[src/rtl/seg_scan_driver.sv]
// seg_scan_driver
//   Multiplexed seven-segment scan controller for N_DIGITS common-anode
//   digits. One active-low anode at a time, with per-digit blank, blink and
//   decimal point, 8-level PWM brightness and a global enable.
//
// Ports
//   CLK     : clock, rising edge
//   RST     : synchronous active-high reset
//   EN      : 1 = display on, 0 = outputs dark (counters keep running)
//   DIGITS  : packed 4-bit codes, digit i at [4i+3:4i]
//   DP      : per-digit decimal point request (1 = lit)
//   BLANK   : per-digit blank (1 = dark)
//   BLINK   : per-digit blink enable
//   BRIGHT  : on-time in eighths of a slot (7 = full)
//   AN      : active-low anodes, at most one low
//   DIGIT   : code of the lit digit, 0 when none lit
//   DP_N    : active-low decimal point of the lit digit, 1 when none lit
//   SEL     : index of the current slot (valid even when dark)
module seg_scan_driver #(
  parameter int N_DIGITS     = 8,
  parameter int SCAN_DIV     = 800,
  parameter int BLINK_FRAMES = 64,
  localparam int SEL_W       = $clog2(N_DIGITS)
) (
  input  logic                  CLK,
  input  logic                  RST,
  input  logic                  EN,
  input  logic [4*N_DIGITS-1:0] DIGITS,
  input  logic [N_DIGITS-1:0]   DP,
  input  logic [N_DIGITS-1:0]   BLANK,
  input  logic [N_DIGITS-1:0]   BLINK,
  input  logic [2:0]            BRIGHT,
  output logic [N_DIGITS-1:0]   AN,
  output logic [3:0]            DIGIT,
  output logic                  DP_N,
  output logic [SEL_W-1:0]      SEL
);

  localparam int SUB_CNT = SCAN_DIV / 8;
  localparam int SUB_W   = (SUB_CNT > 1) ? $clog2(SUB_CNT) : 1;
  localparam int FRM_W   = (BLINK_FRAMES > 1) ? $clog2(BLINK_FRAMES) : 1;

  localparam logic [SUB_W-1:0] SUB_LAST  = SUB_W'(SUB_CNT - 1);
  localparam logic [SEL_W-1:0] SLOT_LAST = SEL_W'(N_DIGITS - 1);
  localparam logic [FRM_W-1:0] FRM_LAST  = FRM_W'(BLINK_FRAMES - 1);

  // Scan counters
  logic [SUB_W-1:0] sub_q,   sub_d;
  logic [2:0]       phase_q, phase_d;
  logic [SEL_W-1:0] slot_q,  slot_d;
  logic [FRM_W-1:0] frame_q, frame_d;
  logic             blink_ph_q, blink_ph_d;

  // Registered outputs
  logic [N_DIGITS-1:0] an_q,    an_d;
  logic [3:0]          digit_q, digit_d;
  logic                dpn_q,   dpn_d;
  logic [SEL_W-1:0]    sel_q,   sel_d;

  logic sub_wrap, phase_wrap, slot_wrap, frame_wrap;

  // Wrap chain: each stage only wraps when every faster stage wraps too, so
  // simultaneous terminal counts resolve on one edge.
  always_comb begin
    sub_wrap   = (sub_q == SUB_LAST);
    phase_wrap = sub_wrap && (phase_q == 3'd7);
    slot_wrap  = phase_wrap && (slot_q == SLOT_LAST);
    frame_wrap = slot_wrap && (frame_q == FRM_LAST);
  end

  always_comb begin
    sub_d      = sub_wrap ? '0 : sub_q + 1'b1;
    phase_d    = sub_wrap ? phase_q + 3'd1 : phase_q;
    slot_d     = slot_q;
    frame_d    = frame_q;
    blink_ph_d = blink_ph_q;
    if (phase_wrap) begin
      slot_d = slot_wrap ? '0 : slot_q + 1'b1;
    end
    if (slot_wrap) begin
      frame_d = frame_wrap ? '0 : frame_q + 1'b1;
    end
    if (frame_wrap) begin
      blink_ph_d = ~blink_ph_q;
    end
  end

  // Output decode from the current counter state and live inputs.
  // Digit selection is a one-hot compare loop so a non-power-of-2 N_DIGITS
  // never indexes past the input vectors.
  logic       blank_s, blink_s, dp_s, lit;
  logic [3:0] code_s;

  always_comb begin
    blank_s = 1'b0;
    blink_s = 1'b0;
    dp_s    = 1'b0;
    code_s  = 4'h0;
    for (int unsigned i = 0; i < N_DIGITS; i++) begin
      if (slot_q == SEL_W'(i)) begin
        blank_s = BLANK[i];
        blink_s = BLINK[i];
        dp_s    = DP[i];
        code_s  = DIGITS[4*i +: 4];
      end
    end

    lit = EN && !blank_s && !(blink_s && blink_ph_q) && (phase_q <= BRIGHT);

    an_d = '1;
    for (int unsigned i = 0; i < N_DIGITS; i++) begin
      if (lit && (slot_q == SEL_W'(i))) begin
        an_d[i] = 1'b0;
      end
    end
    digit_d = lit ? code_s : 4'h0;
    dpn_d   = !(lit && dp_s);
    sel_d   = slot_q;
  end

  always_ff @(posedge CLK) begin
    if (RST) begin
      sub_q      <= '0;
      phase_q    <= '0;
      slot_q     <= '0;
      frame_q    <= '0;
      blink_ph_q <= 1'b0;
      an_q       <= '1;
      digit_q    <= 4'h0;
      dpn_q      <= 1'b1;
      sel_q      <= '0;
    end else begin
      sub_q      <= sub_d;
      phase_q    <= phase_d;
      slot_q     <= slot_d;
      frame_q    <= frame_d;
      blink_ph_q <= blink_ph_d;
      an_q       <= an_d;
      digit_q    <= digit_d;
      dpn_q      <= dpn_d;
      sel_q      <= sel_d;
    end
  end

  assign AN    = an_q;
  assign DIGIT = digit_q;
  assign DP_N  = dpn_q;
  assign SEL   = sel_q;

endmodule

[config.mk]
export PLATFORM = sky130hd
export DESIGN_NAME = seg_scan_driver
export DESIGN_NICKNAME = d
export VERILOG_FILES = /design/src/rtl/seg_scan_driver.sv
export SDC_FILE = /design/constraint.sdc
export NUM_CORES = 1
export LEC_CHECK = 0
export ABC_AREA = 1
export BUFFER_PORTS_ARGS = -buffer_cell sky130_fd_sc_hd__buf_4
export CAP_MARGIN = 20
export CORE_MARGIN = 2
export CORE_UTILIZATION = 50
export DETAILED_ROUTE_END_ITERATION = 8
export HOLD_SLACK_MARGIN = 0.03
export PLACE_DENSITY_LB_ADDON = 0.05
export SLEW_MARGIN = 20
export SYNTH_ARGS = -nofsm -noshare
export SYNTH_HDL_FRONTEND = slang
export SYNTH_SLANG_ARGS = --single-unit
[constraint.sdc]
create_clock -name CLK -period 2.32 [get_ports CLK]
set_clock_uncertainty 0.1 [all_clocks]
set_input_delay 0.116 -clock CLK [delete_from_list [all_inputs] [get_ports CLK]]
set_output_delay 0.116 -clock CLK [all_outputs]
set_load 0.01 [all_outputs]
Word level (Yosys, flattened, before mapping)
Cells that the tools add are included.
{"block": "word_totals", "word_cells": 90, "out_inout_bits": 16, "inputBits": 62, "regBits": 36}
{"block": "op_classes", "n_mux": 42, "n_reduce_logical": 22, "eq_ne": 10, "order_cmp": 1, "n_bitwise": 2, "add_sub_neg": 4}
{"op": "$mux W1", "n": 32}
{"op": "$mux W4", "n": 8}
{"op": "$logic_and A1 B1 Y1", "n": 16}
{"op": "$eq A3 B3 Y1 const B", "n": 5}
{"op": "$add A7 B1 Y7 const B", "n": 1}
{"op": "$eq A7 B7 Y1 const B", "n": 1}
{"op": "$add A3 B1 Y3 const B", "n": 2}
{"op": "$add A6 B1 Y6 const B", "n": 1}
{"op": "$eq A3 B2 Y1 const B", "n": 2}
{"op": "$eq A6 B6 Y1 const B", "n": 1}
{"op": "$mux W6", "n": 1}
{"op": "$reduce_or A2 Y1", "n": 2}
{"op": "$eq A3 B1 Y1 const B", "n": 1}
{"op": "$le A3 B3 Y1", "n": 1}
{"op": "$logic_not A1 Y1", "n": 3}
{"op": "$logic_not A3 Y1", "n": 1}
{"op": "$mux W3", "n": 1}
{"op": "$not A1 Y1", "n": 2}

Depth between registers and ports, before layout
Gate-level depths: netlist of the first run.
{"block": "logic_depth", "ltp_word": 15, "mapped_depth": 17, "depth_no_buf": 17}

Worst setup path before layout of the first run
OpenSTA, ideal clock, no wires.
{"block": "synth_timing", "path_kind": "reg-to-reg", "from": "register slot_q[2], in the netlist sel_d[2]", "to": "register digit_q[1], in the netlist DIGIT[1]", "path_slack_ns": 0.554, "required_time_ns": 2.113, "path_stages_with_launch": 16, "period_less_slack_ns": 1.766, "path_buffers": 1, "setup_time_ns": 0.107, "t_arrival_ns": 1.559, "path_cell_list": "dfxtp_1 buf_6 inv_4 ha_1 inv_1 nor2_1 nor2_1 nand2_1 nand2_1 nand2_1 nand2_1 nand2_1 nand2_2 nand2_4 nand2_2 inv_2"}
{"block": "synth_between", "elab_chain_len": 15, "elab_cells_between_ends": 40, "classes_between": "eq/ne (7); mux (24); bitwise (1); reduce/logical (8)"}
{"item": "start: declaration", "line_no": "50", "text": "logic [SEL_W-1:0] slot_q, slot_d;"}
{"item": "start signal: assignment", "line_no": "135", "text": "slot_q <= slot_d;"}
{"item": "$logic_not A3 Y1", "line_no": "100", "text": "if (slot_q == SEL_W'(i)) begin"}
{"item": "$mux W1 (8 in series)", "line_no": "100"}
{"item": "$logic_not A1 Y1 / $logic_and A1 B1 Y1 (equally long branches)", "line_no": "108", "text": "lit = EN && !blank_s && !(blink_s && blink_ph_q) && (phase_q <= BRIGHT);"}
{"item": "$logic_and A1 B1 Y1 / $logic_not A1 Y1 (equally long branches)", "line_no": "108"}
{"item": "$logic_and A1 B1 Y1 (2 in series)", "line_no": "108"}
{"item": "$not A1 Y1 (no source line)"}
{"item": "$reduce_or A2 Y1 (no source line)"}
{"item": "end signal: assignment", "line_no": "139", "text": "digit_q <= digit_d;"}
{"item": "end: declaration", "line_no": "56", "text": "logic [3:0] digit_q, digit_d;"}
Parallel ways exist; a longest one is shown, timed or not.
A chain may end at the register's enable or synchronous reset.

Final worst setup path of the first run
{"block": "layout_timing", "from": "register slot_q[1], in the netlist sel_d[1]", "to": "register digit_q[1], in the netlist DIGIT[1]"}
Same word-level chain as after synthesis.

==> results of run 1 <==
## cell usage in the layout (no fill, tap or decap)
cell,Yosys,layout
o21ai_0,12,12
clkinv_1,1,1
nor2_4,3,3
or2_2,6,6
bufinv_16,0,1
or3_1,1,1
dfxtp_1,36,36
inv_1,47,47
clkinvlp_4,0,1
nand4_1,1,1
ha_1,13,13
a211oi_1,1,1
a21oi_2,1,1
nor3_1,4,4
clkinv_2,0,1
nand2_2,4,4
inv_4,1,1
nor2_1,37,37
dlygate4sd3_1,0,2
nand2_4,2,2
inv_2,3,3
clkbuf_8,0,5
nor3_4,1,1
xor2_1,1,1
nor3b_1,2,2
nand3b_1,2,2
buf_4,0,79
nand4_4,1,1
nand2_1,112,112
nor4_1,1,1
nor2_2,3,3
a21oi_1,17,17
xnor2_1,2,2
nand3_1,21,21
## power by group
| part | leakage (nW) | switching, mW | total [mW] | internal [mW] |
|---|---|---|---|---|
| registers | 0.291 | 0.00424 | 0.629 | 0.625 |
| logic | 1.17 | 0.0595 | 0.150 | 0.0907 |
| clock network | 0.0541 | 0.225 | 0.542 | 0.318 |
| total | 1.52 | 0.288 | 1.32 | 1.03 |
## state kept, by name, indices dropped and copies added (netlist names)
signal      cells
AN              8
DIGIT           4
DP_N            1
SEL             3
blink_ph_q      1
frame_q         6
phase_q         3
sel_d           3
sub_q           7
## worst max-delay path, delay by kind of cell (launching register included)
kind	cells	cell delay (ns)
AND/OR/NAND/NOR	9	1.01
flip-flops	1	0.33
adder cells (fa/ha/maj)	1	0.28
buffers and inverters	3	0.19
## worst paths after layout
check / to / slack [ns] / cells after the start
min reg2reg: sub_q[0] / 0.35 / 1
max reg2reg: DIGIT[1] / 0.30 / 13
min: DP_N / 0.04 / 4
max: DIGIT[1] / 0.30 / 13
## repair_timing
action | CTS | global route
setup endpoints to repair | 0 | 0
hold buffers | 2 | 0
endpoints found under the hold margin | 11 | 0
## cell families (layout without fill, tap and decap cells)
family          after synthesis  after routing  share of synthesized area
compound gates               31             31                     0.0729
xor+xnor                      3              3                     0.0119
simple gates                201            201                      0.410
flops                        36             36                      0.326
fa+ha+maj                    13             13                     0.0735
buf+inv                      57            141                      0.106
## layout make-up
type / instances / share of cell area
multi-input cells: 248 / 0.424
well taps: 52 / 0.0219
clock inverters: 3 / 0.0143
flip-flops and latches: 36 / 0.243
repair buffers: 81 / 0.207
clock buffers: 5 / 0.0232
inverters: 52 / 0.0666
## layer usage
layer	up-vias	wire length [um]	global-route usage
met4	0	109	0.0755
met3	14	293	0.0427
met2	66	2500	0.382
li1	1224	-	-
met5	-	0	0
met1	1000	2500	0.309
## metrics by stage
step / worst slack, ns / power (mW) / area [um2] / util / std cells
global route: 0.0552 / 1.38 / 2970 / 0.691 / 477
floorplan: 0.554 / 0.693 / 2210 / - / 341
detailed placement: 0.326 / 0.791 / 2840 / 0.660 / 467
finish: 0.296 / 1.32 / 2970 / 0.691 / 477
CTS: 0.308 / 1.33 / 2970 / 0.691 / 477
global placement: 0.350 / 0.790 / 2840 / 0.660 / 467
## Yosys cell counts (4+ instances only)
library cell / n
nand2_2: 4
or2_2: 6
o21ai_0: 12
nor2_1: 37
dfxtp_1: 36
nand2_1: 112
inv_1: 47
nand3_1: 21
a21oi_1: 17
nor3_1: 4
ha_1: 13
==> metrics.md, run 1 <==
| Metric | Value |
|---|---|
| I/O Pins | 78 |
| Antenna-violating nets left | 0 |
| PostCTS Resize Cnt | 0 |
| Drt via density | between 4 and 5 |
| Clk buf depth | 2 |
| Final setup viols | 0 |
| # Max-Cap Violations | 0 |
| CP startpoint | sel_d[1] |
| 1st-iter DRT viols | 110 |
| Vias in the first global route | 2184 |
| Flops & latches, synth | 36 |
| GRT Total Usage | 0.231 |
| CTS Root Cell | clkbuf_8 |
| Fin. Hold Viols | 0 |
| Syn nets | about 420 |
| Largest net degree at the start of global routing | 16 |
| Post-synthesis sequential area ratio | 0.326 |
| Clk_lat worst skew | 0.29 ns |
| Synth Cell Area | 2210 um2 |
| Clk sink count | 36 |
| Distinct cells, synth | 31 |
| Via Count | ~2.3k |
| CP Max Fanout | 15 |
| FMAX | 494 MHz |
| Max stage delay on crit path | 0.33 ns |
| Crit end category | register |
| Cell Pwr Density | between 400 and 500 nW/um2 |
| Status | finished, final reports clean |
| Area Overhead vs Synth | 34.0% |
| Worst Path Required | 2.42 ns |
| Critical path class | register to register |
| Final TNS setup | 0 ns |
| CP Launch Type | register |
| Depth of the CTS H-tree | 2 |
| Main synth FF type | dfxtp_1 |
| Multi-input logic area | 1260 um2 |
| Yosys top cell area share | 0.326 |
| Initial Util | 0.515 |
| Post-Route WL | 5.40 mm |
| Number of antenna violations at the first check in global routing | 0 |
| Ys async rst share | 0 |
| Max stage delay cell, worst path | dfxtp_1 |
| Number of diodes | 0 |
| Die Ht | between 70 and 80 um |
| Worst R2R Start | sel_d[1] |
| Least-Margin Pin Slew | between 0.4 and 0.5 ns |
| First-pass GRT wire length | 9.35 mm |
| Gpl congestion | 0.923 |
| Hold WC Path Type | primary input to register |
| DRC | 0 |
| # Post-CTS Setup Buffers | 0 |
| Top cell by count, worst path | nand2_1 |
| Core region area | 4290 um2 |
| Die X-Extent | 70.5 um |
| Post-route minimum period | roughly 2.0 ns |
| Hold slack | 0.0382 ns |
| Unrepaired setup endpoints after global routing | false |
| Synthesis Warnings | 0 |
| Total iterations of the first detailed-routing run | 4 |
| Layout cells sized above 1 | 0.264 |
| Nets | 499 |
| Cells after Synth | 341 |
| PortBufs | just under 80 |
| WL per Instance | 11.3 um |
| Fill count | ~410 |
| Worst EP arrival | 2.12 ns |
| CTS Buf Count | 5 |
| CTS tree | done |
| Max-slew headroom | 0.689 |
| Post-DP HPWL | 4.31 mm |
| Die area | 4980 um2 |
| EDFF count, synth | 0 |
| Critical path cell sequence | inv_1 > ha_1 > nand2_1 > nand2_1 > inv_1 > nand2_1 > nand2_1 > nand2_1 > nand2_1 > nand2_2 > nand2_4 > nand2_2 > inv_2 |
| P_leak | 1.52 nW |
| Top post-synthesis cells by area | dfxtp_1, nand2_1, inv_1, ha_1, nor2_1 |
| Tcrit/Tclk final | 0.872 |
| Cell row count | 24 |
| Reg clk slew, reported paths | 0.07 ns |
| Post-Syn Area per Cell | around 6.5 um2 |
| Sequential standard cell area | 721 um2 |
| HP Start | DP[7] |
| Max VDD drop | 0.381 mV |
| Max Slew Vio Count | 0 |
| GRT Residual Overflow | 0 |
| Area leader, netlist | dfxtp_1 |
(Power assumes the default switching activity.)
==> inputs of run 2 (changes only) <==
- CORE_UTILIZATION: 50 -> 52
- CTS_BUF_LIST: not set -> sky130_fd_sc_hd__clkbuf_4 sky130_fd_sc_hd__clkbuf_8
==> metrics.md, run 2 (synthesis results as in run 1) <==
| Metric | Value |
|---|---|
| Area Overhead vs Synth | 33.8% |
| Reg clk slew, reported paths | 0.07 ns (about the same) |
| Largest net degree at the start of global routing | 14 (-2) |
| Hold WC Path Type | primary input to register |
| Post-route minimum period | 1.99 ns (-0.0305 ns) |
| Comb power frac | 0.111 (-0.003) |
| Worst R2R Start | sel_d[0] |
| Drt via density | 4.89 (+1.2%) |
| Hold slack | 0.0370 ns (-0.00116 ns) |
| Clk_lat worst skew | 0.30 ns (about the same) |
| Max Slew Vio Count | 0 (unchanged) |
| CP delay by family, top | simple AND/OR/NAND/NOR gates |
| Die Ht | 69.2 um (-1.8%) |
| Max VDD drop | 0.303 mV (-20%) |
| Layout cells sized above 1 | 0.266 (+0.00235) |
| Die X-Extent | 69.2 um (-1.8%) |
| Commonest non-fill, non-tap cell in the layout | nand2_1 |
| CP startpoint | sel_d[0] |
| Die area | 4790 um2 (-3.6%) |
| Antenna-violating nets left | 0 (unchanged) |
| Depth of the CTS H-tree | 2 (unchanged) |
| Post-Route WL | 5.61 mm (+3.9%) |
| GRT Residual Overflow | 0 (unchanged) |
| Post-DP HPWL | 4.36 mm (+1.2%) |
| Sw Pwr | 296 uW (+2.7%) |
| Initial Util | 0.545 (+0.0300) |
| Status | finished, final reports clean |
| Sw Share | 0.221 (+0.00259) |
| CTS Buf Count | 5 (unchanged) |
| PostCTS Resize Cnt | 0 (unchanged) |
| Final setup viols | 0 (unchanged) |
| Crit end category | register |
| Worst Path Required | 2.39 ns (-0.03 ns) |
| Vias in the first global route | 2210 (+1.2%) |
| GRT Total Usage | 0.246 (+0.0143) |
| Max stage delay on crit path | 0.36 ns (+0.03 ns) |
| Number of antenna violations at the first check in global routing | 0 (unchanged) |
| Worst EP arrival | 2.07 ns (-0.05 ns) |
| Fill count | 367 (-9.4%) |
| CP Depth | 13 (unchanged) |
| FMAX | 502 MHz (+1.5%) |
| Tcrit/Tclk final | 0.859 (-0.0131) |
| Cell Pwr Density | 453 nW/um2 (+1.6%) |
| Design Area, Final | 2960 um2 (-0.17%) |
| Fin. Hold Viols | 0 (unchanged) |
| First-pass GRT wire length | 9.63 mm (+3.0%) |
| Nets | 499 (unchanged) |
| 1st-iter DRT viols | 151 (+37%) |
| Least-Margin Pin Slew | 0.385 ns (-0.0803 ns) |
| Number of diodes | 0 (unchanged) |
| Flop pwr share | 0.470 (-0.006) |
| Clock group share of total power | 0.419 (+0.009) |
| # Max-Cap Violations | 0 (unchanged) |
| Max-slew headroom | 0.743 (+0.0540) |
| Final TNS setup | 0 ns (unchanged) |
| CP Capture Point | AN[6] |
| Via Count | 2322 (+0.78%) |
| R2r worst-path depth | 13 (unchanged) |
| Placed cell area | 2840 um2 (+0.18%) |
| CTS Root Cell | clkbuf_8 |
| Critical path cell sequence | ha_1 > ha_1 > inv_1 > nand2_1 > inv_1 > nand2_1 > nand2_1 > nand2_1 > nand2_1 > a21oi_2 > nand2_2 > nand2_4 > nand2_1 |
| P_leak | 1.52 nW (+0.29%) |
| Cell row count | 23 (-4.2%) |
| Max stage delay cell, worst path | dfxtp_1 |
| Flop2flop setup slack | 0.33 ns (+0.03 ns) |
| CP bufs+invs | 2 (-1) |
| CP Max Fanout | 9 (-6) |
| DP Cell Count | 466 (-0.21%) |
| Total iterations of the first detailed-routing run | 4 (unchanged) |
| WL per Instance | 11.8 um (+4.3%) |
| Gpl congestion | 0.931 (+0.80%) |
| Fin util | 0.730 (+0.0390) |
| Unrepaired setup endpoints after global routing | false |
| PortBufs | 77 (unchanged) |
| Core region area | 4060 um2 (-5.5%) |
| Pint | 1.05 mW (+1.1%) |
| Top cell by count, worst path | nand2_1 |
| Largest register FFs | 8 (unchanged) |
| Finished Layout Cells | 475 (-0.42%) |
| Most frequent cells in the layout | nand2_1, buf_4, inv_1 |
| CP Launch Type | register |
| I/O Pins | 78 (unchanged) |
| CTS tree | done |
| Clk buf depth | 2 (unchanged) |
| DRC | 0 (unchanged) |
| Reg-to-Reg End | AN[6] |
| Critical path class | register to register |
| Clk sink count | 36 (unchanged) |
run 2: final cells by class:
cell class | count | area (um2) | share of cell area
Tap cell | 50 | 62.6 | 0.0211
Sequential cell | 36 | 721 | 0.243
Inverter | 52 | 198 | 0.0668
Clock inverter | 2 | 35.0 | 0.0118
Multi-Input combinational cell | 248 | 1260 | 0.425
Clock buffer | 6 | 76.3 | 0.0258
Timing Repair Buffer | 81 | 611 | 0.206
run 2: worst min path at each step:
stage | startpoint | endpoint | slack [ns] | cells after the start
6_report | DIGITS[29] | DIGIT[1] | 0.04 | 5
5_1_grt | DP[7] | DP_N | 0.04 | 4
4_1_cts | DIGITS[29] | DIGIT[1] | 0.04 | 5
3_5_place_dp | RST | frame_q[5] | 0.28 | 2
3_3_place_gp | RST | frame_q[0] | 0.27 | 2
2_1_floorplan | DP[7] | DP_N | 0.21 | 3
run 2: layer usage:
metal | GRT usage | routed length [um] | vias up
li1 | - | - | 1218
met1 | 0.319 | 2570 | 1031
met2 | 0.400 | 2620 | 62
met3 | 0.0698 | 333 | 11
met4 | 0.0675 | 86 | 0
met5 | 0 | 0 | -
run 2: power by group through the flow:
stage	logic [mW]	clock network (mW)	registers (mW)
floorplan	0.0487	0	0.644
global placement	0.146	0	0.643
detailed placement	0.148	0	0.644
CTS	0.150	0.565	0.630
global route	0.166	0.591	0.630
finish	0.149	0.562	0.630
run 2: timing repair:
action,CTS,global route
hold buffers,1,0
hold endpoints to repair,10,0
setup buffers,0,0
run 2: worst register-to-register path, stage by stage (launching register included):
cell,delay (ns)
dfxtp_1,0.36
ha_1,0.19
ha_1,0.29
inv_1,0.17
nand2_1,0.10
inv_1,0.04
nand2_1,0.05
nand2_1,0.04
nand2_1,0.05
nand2_1,0.06
a21oi_2,0.12
nand2_2,0.10
nand2_4,0.13
nand2_1,0.06
run 2: per-stage QoR:
step | setup slack (ns) | total power [mW]
2_1_floorplan | 0.554 | 0.693
3_3_place_gp | 0.414 | 0.789
3_5_place_dp | 0.336 | 0.792
4_1_cts | 0.315 | 1.34
5_1_grt | 0.102 | 1.39
6_report | 0.326 | 1.34
